<file path="config.mk">
export PLATFORM = sky130hd
export DESIGN_NAME = vga_scanout
export DESIGN_NICKNAME = d
export VERILOG_FILES = /design/src/rtl/vga_scanout.sv
export SDC_FILE = /design/constraint.sdc
export NUM_CORES = 1
export LEC_CHECK = 0
export CORE_MARGIN = 3
export CORE_UTILIZATION = 30
export DETAILED_ROUTE_END_ITERATION = 12
export DONT_BUFFER_PORTS = 1
export SKIP_LAST_GASP = 1
export SLEW_MARGIN = 30
export SYNTH_ARGS = -nofsm -noshare
export SYNTH_HDL_FRONTEND = slang
export SYNTH_SLANG_ARGS = --single-unit
</file>
<file path="constraint.sdc">
create_clock -name clk -period 1.6 [get_ports clk]
set_input_delay 0.32 -clock clk [delete_from_list [all_inputs] [get_ports clk]]
set_output_delay 0.32 -clock clk [all_outputs]
set_load 0.02 [all_outputs]
</file>
<file path="src/rtl/vga_scanout.sv">
// vga_scanout: 640x480@60 VGA timing generator and monochrome framebuffer reader.
// Issues word reads to a 1-cycle synchronous RAM, unpacks each byte MSB first,
// and drives registered sync/de/colour with a fixed 3-cycle latency from the
// counter position.
// Optional feature macro: VGA_SCANOUT_PIXDBL_EN (320x240 content, 2x2 pixel doubling).
module vga_scanout #(
  parameter int H_ACTIVE = 640,
  parameter int H_FP     = 16,
  parameter int H_SYNC   = 96,
  parameter int H_BP     = 48,
  parameter int V_ACTIVE = 480,
  parameter int V_FP     = 10,
  parameter int V_SYNC   = 2,
  parameter int V_BP     = 33,
  parameter int ADDR_W   = 17,
  parameter logic [ADDR_W-1:0] BASE_ADDR = '0,
  parameter logic [11:0] FG_COLOR = 12'hFFF,
  parameter logic [11:0] BG_COLOR = 12'h000
) (
  input  logic              clk,
  input  logic              rst_n,
  input  logic              scan_en,
  output logic [ADDR_W-1:0] read_addr,
  input  logic [7:0]        rd_data,
  output logic              hsync,
  output logic              vsync,
  output logic              de,
  output logic [3:0]        vga_r,
  output logic [3:0]        vga_g,
  output logic [3:0]        vga_b,
  output logic              frame_start,
  output logic              vblank
);

  localparam int H_TOT = H_ACTIVE + H_FP + H_SYNC + H_BP;
  localparam int V_TOT = V_ACTIVE + V_FP + V_SYNC + V_BP;
  localparam int HW    = $clog2(H_TOT);
  localparam int VW    = $clog2(V_TOT);

`ifdef VGA_SCANOUT_PIXDBL_EN
  // each word covers 16 output pixels; rows of words advance every other line
  localparam int WSH = 4;
`else
  localparam int WSH = 3;
`endif

  localparam logic [HW-1:0] H_LAST  = HW'(H_TOT - 1);
  localparam logic [HW-1:0] H_ACT_C = HW'(H_ACTIVE);
  localparam logic [HW-1:0] HS_BEG  = HW'(H_ACTIVE + H_FP);
  localparam logic [HW-1:0] HS_END  = HW'(H_ACTIVE + H_FP + H_SYNC - 1);
  localparam logic [VW-1:0] V_LAST  = VW'(V_TOT - 1);
  localparam logic [VW-1:0] V_ACT_C = VW'(V_ACTIVE);
  localparam logic [VW-1:0] VS_BEG  = VW'(V_ACTIVE + V_FP);
  localparam logic [VW-1:0] VS_END  = VW'(V_ACTIVE + V_FP + V_SYNC - 1);
  localparam logic [ADDR_W-1:0] STRIDE = ADDR_W'(H_ACTIVE >> WSH);

  typedef struct packed {
    logic vis;  // visible area
    logic hs;   // inside hsync pulse (active high internally)
    logic vs;   // inside vsync pulse
    logic fs;   // position (0,0)
    logic vb;   // vertical blanking
    logic ld;   // word boundary: load shift register
    logic en;   // scan_en sampled with this position
    logic ph;   // shift enable for this pixel
  } ctl_t;

  logic [HW-1:0]     h_cnt;
  logic [VW-1:0]     v_cnt;
  logic [ADDR_W-1:0] line_base;
  logic [7:0]        shreg;
  ctl_t              c0, c1, c2;
  logic              h_last, v_last, row_step, pix;
  logic [11:0]       color;

  assign h_last = (h_cnt == H_LAST);
  assign v_last = (v_cnt == V_LAST);

`ifdef VGA_SCANOUT_PIXDBL_EN
  assign row_step = v_cnt[0];
`else
  assign row_step = 1'b1;
`endif

  // decode the current counter position into the control bits that ride the pipeline
  always_comb begin
    c0     = '0;
    c0.vis = (h_cnt < H_ACT_C) && (v_cnt < V_ACT_C);
    c0.hs  = (h_cnt >= HS_BEG) && (h_cnt <= HS_END);
    c0.vs  = (v_cnt >= VS_BEG) && (v_cnt <= VS_END);
    c0.fs  = (h_cnt == '0) && (v_cnt == '0);
    c0.vb  = (v_cnt >= V_ACT_C);
    c0.ld  = c0.vis && (h_cnt[WSH-1:0] == '0);
    c0.en  = scan_en;
`ifdef VGA_SCANOUT_PIXDBL_EN
    c0.ph  = h_cnt[0];
`else
    c0.ph  = 1'b1;
`endif
  end

  // horizontal and vertical position counters
  always_ff @(posedge clk or negedge rst_n) begin
    if (!rst_n) begin
      h_cnt <= '0;
      v_cnt <= '0;
    end else if (h_last) begin
      h_cnt <= '0;
      v_cnt <= v_last ? '0 : v_cnt + 1'b1;
    end else begin
      h_cnt <= h_cnt + 1'b1;
    end
  end

  // incremental word addressing: line base steps one row of words per (pair of) visible lines
  always_ff @(posedge clk or negedge rst_n) begin
    if (!rst_n) begin
      line_base <= BASE_ADDR;
      read_addr <= BASE_ADDR;
    end else begin
      if (h_last) begin
        if (v_last)
          line_base <= BASE_ADDR;
        else if ((v_cnt < V_ACT_C) && row_step)
          line_base <= line_base + STRIDE;
      end
      if (c0.ld)
        read_addr <= line_base + ADDR_W'(h_cnt >> WSH);
    end
  end

  // delay control two cycles to line up with the RAM read data
  always_ff @(posedge clk or negedge rst_n) begin
    if (!rst_n) begin
      c1 <= '0;
      c2 <= '0;
    end else begin
      c1 <= c0;
      c2 <= c1;
    end
  end

  // pixel 0 of a word comes straight from rd_data; the rest from the shift register
  assign pix   = c2.ld ? rd_data[7] : shreg[7];
  assign color = !c2.vis ? 12'h000 : ((c2.en && pix) ? FG_COLOR : BG_COLOR);

  // unpack shift register and registered output pins
  always_ff @(posedge clk or negedge rst_n) begin
    if (!rst_n) begin
      shreg       <= '0;
      hsync       <= 1'b1;
      vsync       <= 1'b1;
      de          <= 1'b0;
      vga_r       <= '0;
      vga_g       <= '0;
      vga_b       <= '0;
      frame_start <= 1'b0;
      vblank      <= 1'b0;
    end else begin
      if (c2.ld) begin
`ifdef VGA_SCANOUT_PIXDBL_EN
        shreg <= rd_data;
`else
        shreg <= rd_data << 1;
`endif
      end else if (c2.ph) begin
        shreg <= shreg << 1;
      end
      hsync       <= ~c2.hs;
      vsync       <= ~c2.vs;
      de          <= c2.vis;
      frame_start <= c2.fs;
      vblank      <= c2.vb;
      vga_r       <= color[11:8];
      vga_g       <= color[7:4];
      vga_b       <= color[3:0];
    end
  end

endmodule

</file>
==> impl_summary.txt <==
----------------------------------------------------
[Run status]
  Status ... finished with violations
  Violated checks ... hold timing, setup timing

[Timing]
  Upper clock frequency limit ... 0.561 GHz
  Share of the clock period used by the worst path after layout ... 111%
  Final max-slew violation count ... 0
  Final WS setup ... -0.182 ns
  Final worst clock skew ... 0.0133 ns
  Worst Tran Pin Value ... 0.491 ns
  Final-layout worst hold slack ... -0.336 ns
  Final hold violation count ... 79
  Final critical-path required period ... 1.78 ns
  Total of endpoints with negative setup slack in the final report ... 35
  Unrepaired setup endpoints after global routing ... true
  Worst slew margin relative to its limit ... 67.0%
  TNS Setup ... -3.69 ns

[Yosys]
  Most repeated cell in the gate-level netlist after synthesis ... sky130_fd_sc_hd__dfrtp_1
  EDFF count, synth ... 0
  Number of distinct library cells after synthesis ... 49
  Cell Area, Synth ... 3730 um2
  Syn Nets ... 372
  Top FF cell, synth ... sky130_fd_sc_hd__dfrtp_1
  Area contributors post-synth ... sky130_fd_sc_hd__dfrtp_1, sky130_fd_sc_hd__o21ai_0, sky130_fd_sc_hd__ha_1
  YS warnings ... 0
  Cell taking the most area after synthesis ... sky130_fd_sc_hd__dfrtp_1
  Post-synthesis sequential area ratio ... 53.1%
  Post-synthesis instance total ... 352
  Most numerous cell types in the synthesized netlist ... sky130_fd_sc_hd__dfrtp_1, sky130_fd_sc_hd__nor2_1, sky130_fd_sc_hd__o21ai_0
  Asr flop ratio synth ... 100%
  Total of flip-flops plus latches after synthesis ... 79
  Share of the synthesized area in the top cell type ... 51.7%
  Mean instance size in the synthesized netlist ... 10.6 um2

[Place]
  Placement Cell Area ... 4350 um2
  Port-buffer cells ... 0
  Number of instances in the placed design ... 562
  Routability congestion estimate ... 0.808
  Place WS ... -0.228 ns
  Detailed-placement wirelength estimate ... 5590 um

[CTS]
  Post-CTS clock slew at the launch and capture registers of the worst setup and hold paths ... 0.07 ns
  Root cell of the clock tree ... sky130_fd_sc_hd__clkbuf_16
  TritonCTS Sinks ... 79
  CTS buffer count ... 9
  CTS Hold Buffers Added ... 1
  Clock Tree Buf Depth ... 2
  H-tree level count ... 3
  TritonCTS clock tree ... done
  Worst skew pair latency ... 0.35 ns

[Route]
  Detail-routed net length per standard cell ... 15.1 um
  Number of design-rule violations left by the first detailed-router iteration ... 249
  Vias per inst ... 4.96
  Number of iterations in the first detailed-routing pass ... 5
  Post-route DRC ... 0
  Final ANT Viol Nets ... 0
  Total detailed-routing wirelength ... 9120 um
  Number of vias after detailed routing ... 2990

[Floorplanning]
  Height of the chip ... 118 um
  Initial standard-cell utilization of the core ... 30.9%
  Core region area ... 12100 um2
  X dimension of the die ... 118 um
  Total die area ... 13800 um2
  IO Pins ... 45
  Count of standard-cell rows ... 40

[Setup path]
  Arrival time at the worst endpoint ... 2.05 ns
  Worst path required time ... 1.87 ns
  Critical Path, Cell by Cell ... ha_2 > and4_4 > nand4_4 > or4_1 > a21oi_2
  Kind of critical path ... reg2reg
  Delay of the slowest cell on the worst path ... 0.54 ns
  Crit. End Element ... flip-flop
  CP Launch Type ... flip-flop
  Largest fanout on the critical path ... 5
  Slowest-stage cell, CP ... sky130_fd_sc_hd__or4_1

[GRT]
  Number of antenna violations at the first check in global routing ... 0
  Global-route wire length before repair ... 14500 um
  Total grt overflow ... 0
  Via count of the first global-routing pass ... 2872
  Global Route Usage Sum ... 13.0%
  Pin count of the biggest net entering global routing ... 80

[Pwr]
  Power density over cell area ... 815 nW/um2
  Static leakage ... 2.26 nW
  Maximum vdd drop ... 0.345 mV
  Final Power ... 4.25 mW

[Final layout]
  Count of placed standard cells in the final layout, fillers left out ... 603
  Fillers ... 1084
  Post-route design area ... 5220 um2
  Relative area change from synthesis to final layout ... 39.9%
  Nets@finish ... 450
  Share of post-route cells with drive strength above 1 ... 39.8%
  Ant. Diodes ... 0

[Flow run]
  Max-cap violation count ... 0

[Hold path]
  Classification of the worst-slack hold path ... in2async

----------------------------------------------------
[flip-flops by register name, summed over array words and instances, names as in the netlist]
name and count:
read_addr 17, line_base 13, h_cnt 10, v_cnt 10, c1 8, c2 8, shreg 7, de 1
frame_start 1, hsync 1, vblank 1, vga_b 1, vsync 1
[critical path: cells and delay by family, from the launching register on]
| kind | cells | cell delay [ns] |
|---|---|---|
| adder cells (fa/ha/maj) | 1 | 0.20 |
| AO/OA/AOI/OAI | 1 | 0.15 |
| flip-flops | 1 | 0.36 |
| AND/OR/NAND/NOR | 3 | 0.98 |
[cells by family after synthesis]
group	share of synthesized area (%)
simple gates	17.8
flops	53.1
compound gates	12.1
buf+inv	6.21
xor+xnor	3.76
mux	3.99
fa+ha+maj	3.02
other cells	0.101
[cell type report]
class / count / area [um2] / share of cell area, %
clock buffers: 11 / 243 / 4.65
clock inverters: 5 / 67.6 / 1.30
inverters: 12 / 45.0 / 0.864
multi-input cells: 233 / 1830 / 35.0
flip-flops and latches: 79 / 1980 / 38.0
well taps: 168 / 210 / 4.03
repair buffers: 95 / 842 / 16.1
[cell usage in the layout, fill, tap and decap left out, types with 7 or more instances in the layout]
cell type                   synthesis  layout
sky130_fd_sc_hd__xnor2_1            9       9
sky130_fd_sc_hd__mux2i_1            7       7
sky130_fd_sc_hd__xor2_1             7       7
sky130_fd_sc_hd__nand3_1           17      13
sky130_fd_sc_hd__a21oi_2            0       8
sky130_fd_sc_hd__buf_4             12      78
sky130_fd_sc_hd__nand2_1           21      20
sky130_fd_sc_hd__mux2_4             0       7
sky130_fd_sc_hd__buf_6              2       9
sky130_fd_sc_hd__nor2_4             1      12
sky130_fd_sc_hd__nand4_1            8       8
sky130_fd_sc_hd__o21ai_0           24      19
sky130_fd_sc_hd__inv_1             12      11
sky130_fd_sc_hd__a21oi_1           21      13
sky130_fd_sc_hd__or3_1              8       8
sky130_fd_sc_hd__o31ai_1           12      10
sky130_fd_sc_hd__or4_1             10       9
sky130_fd_sc_hd__nor2_1            24      12
sky130_fd_sc_hd__clkbuf_16          0      11
sky130_fd_sc_hd__dfrtp_1           77      74
sky130_fd_sc_hd__a31oi_1            7       7
[power by group]
group | switching [mW] | internal [mW]
Sequential | 0.0179 | 2.03
Clock | 0.835 | 1.27
Combinational | 0.0694 | 0.0312
[timing repair]
item,CTS,global route
endpoints found under the hold margin,80,79
resized for setup,37,44
gates cloned,3,2
pin swaps,10,6
endpoints found under the setup margin,40,41
buffers inserted,13,6
[worst paths after layout]
| check | start | endpoint | slack, ns | depth (start not counted) |
|---|---|---|---|---|
| min in group clk | rd_data[5] | shreg[6]$_DFFE_PN0P_ | 0.11 | 2 |
| setup reg to reg | h_cnt[0]$_DFF_PN0_ | line_base[13]$_DFFE_PN0P_ | -0.18 | 5 |
| hold reg to reg | c1[3]$_DFF_PN0_ | c2[3]$_DFF_PN0_ | 0.35 | 0 |
| max in group asynchronous | rst_n | vsync$_DFF_PN1_ | 1.75 | 0 |
| hold / removal | rst_n | c1[4]$_DFF_PN0_ | -0.34 | 0 |
| setup / recovery | h_cnt[0]$_DFF_PN0_ | line_base[13]$_DFFE_PN0P_ | -0.18 | 5 |
[layer usage]
layer	GRT usage [%]	share of wire [%]
met3	3.70	5.4
met5	0	0
met2	20.2	48
met4	5.27	1.7
met1	17.1	45
[through the flow]
stage / hold slack (ns) / util [%]
4_1_cts: -0.344 / 41.2
5_1_grt: -0.350 / 43.2
3_3_place_gp: 0.0270 / 36.1
3_5_place_dp: 0.0271 / 36.1
2_1_floorplan: 0.0244 / -
6_report: -0.336 / 43.2
(Power assumes the default switching activity.)
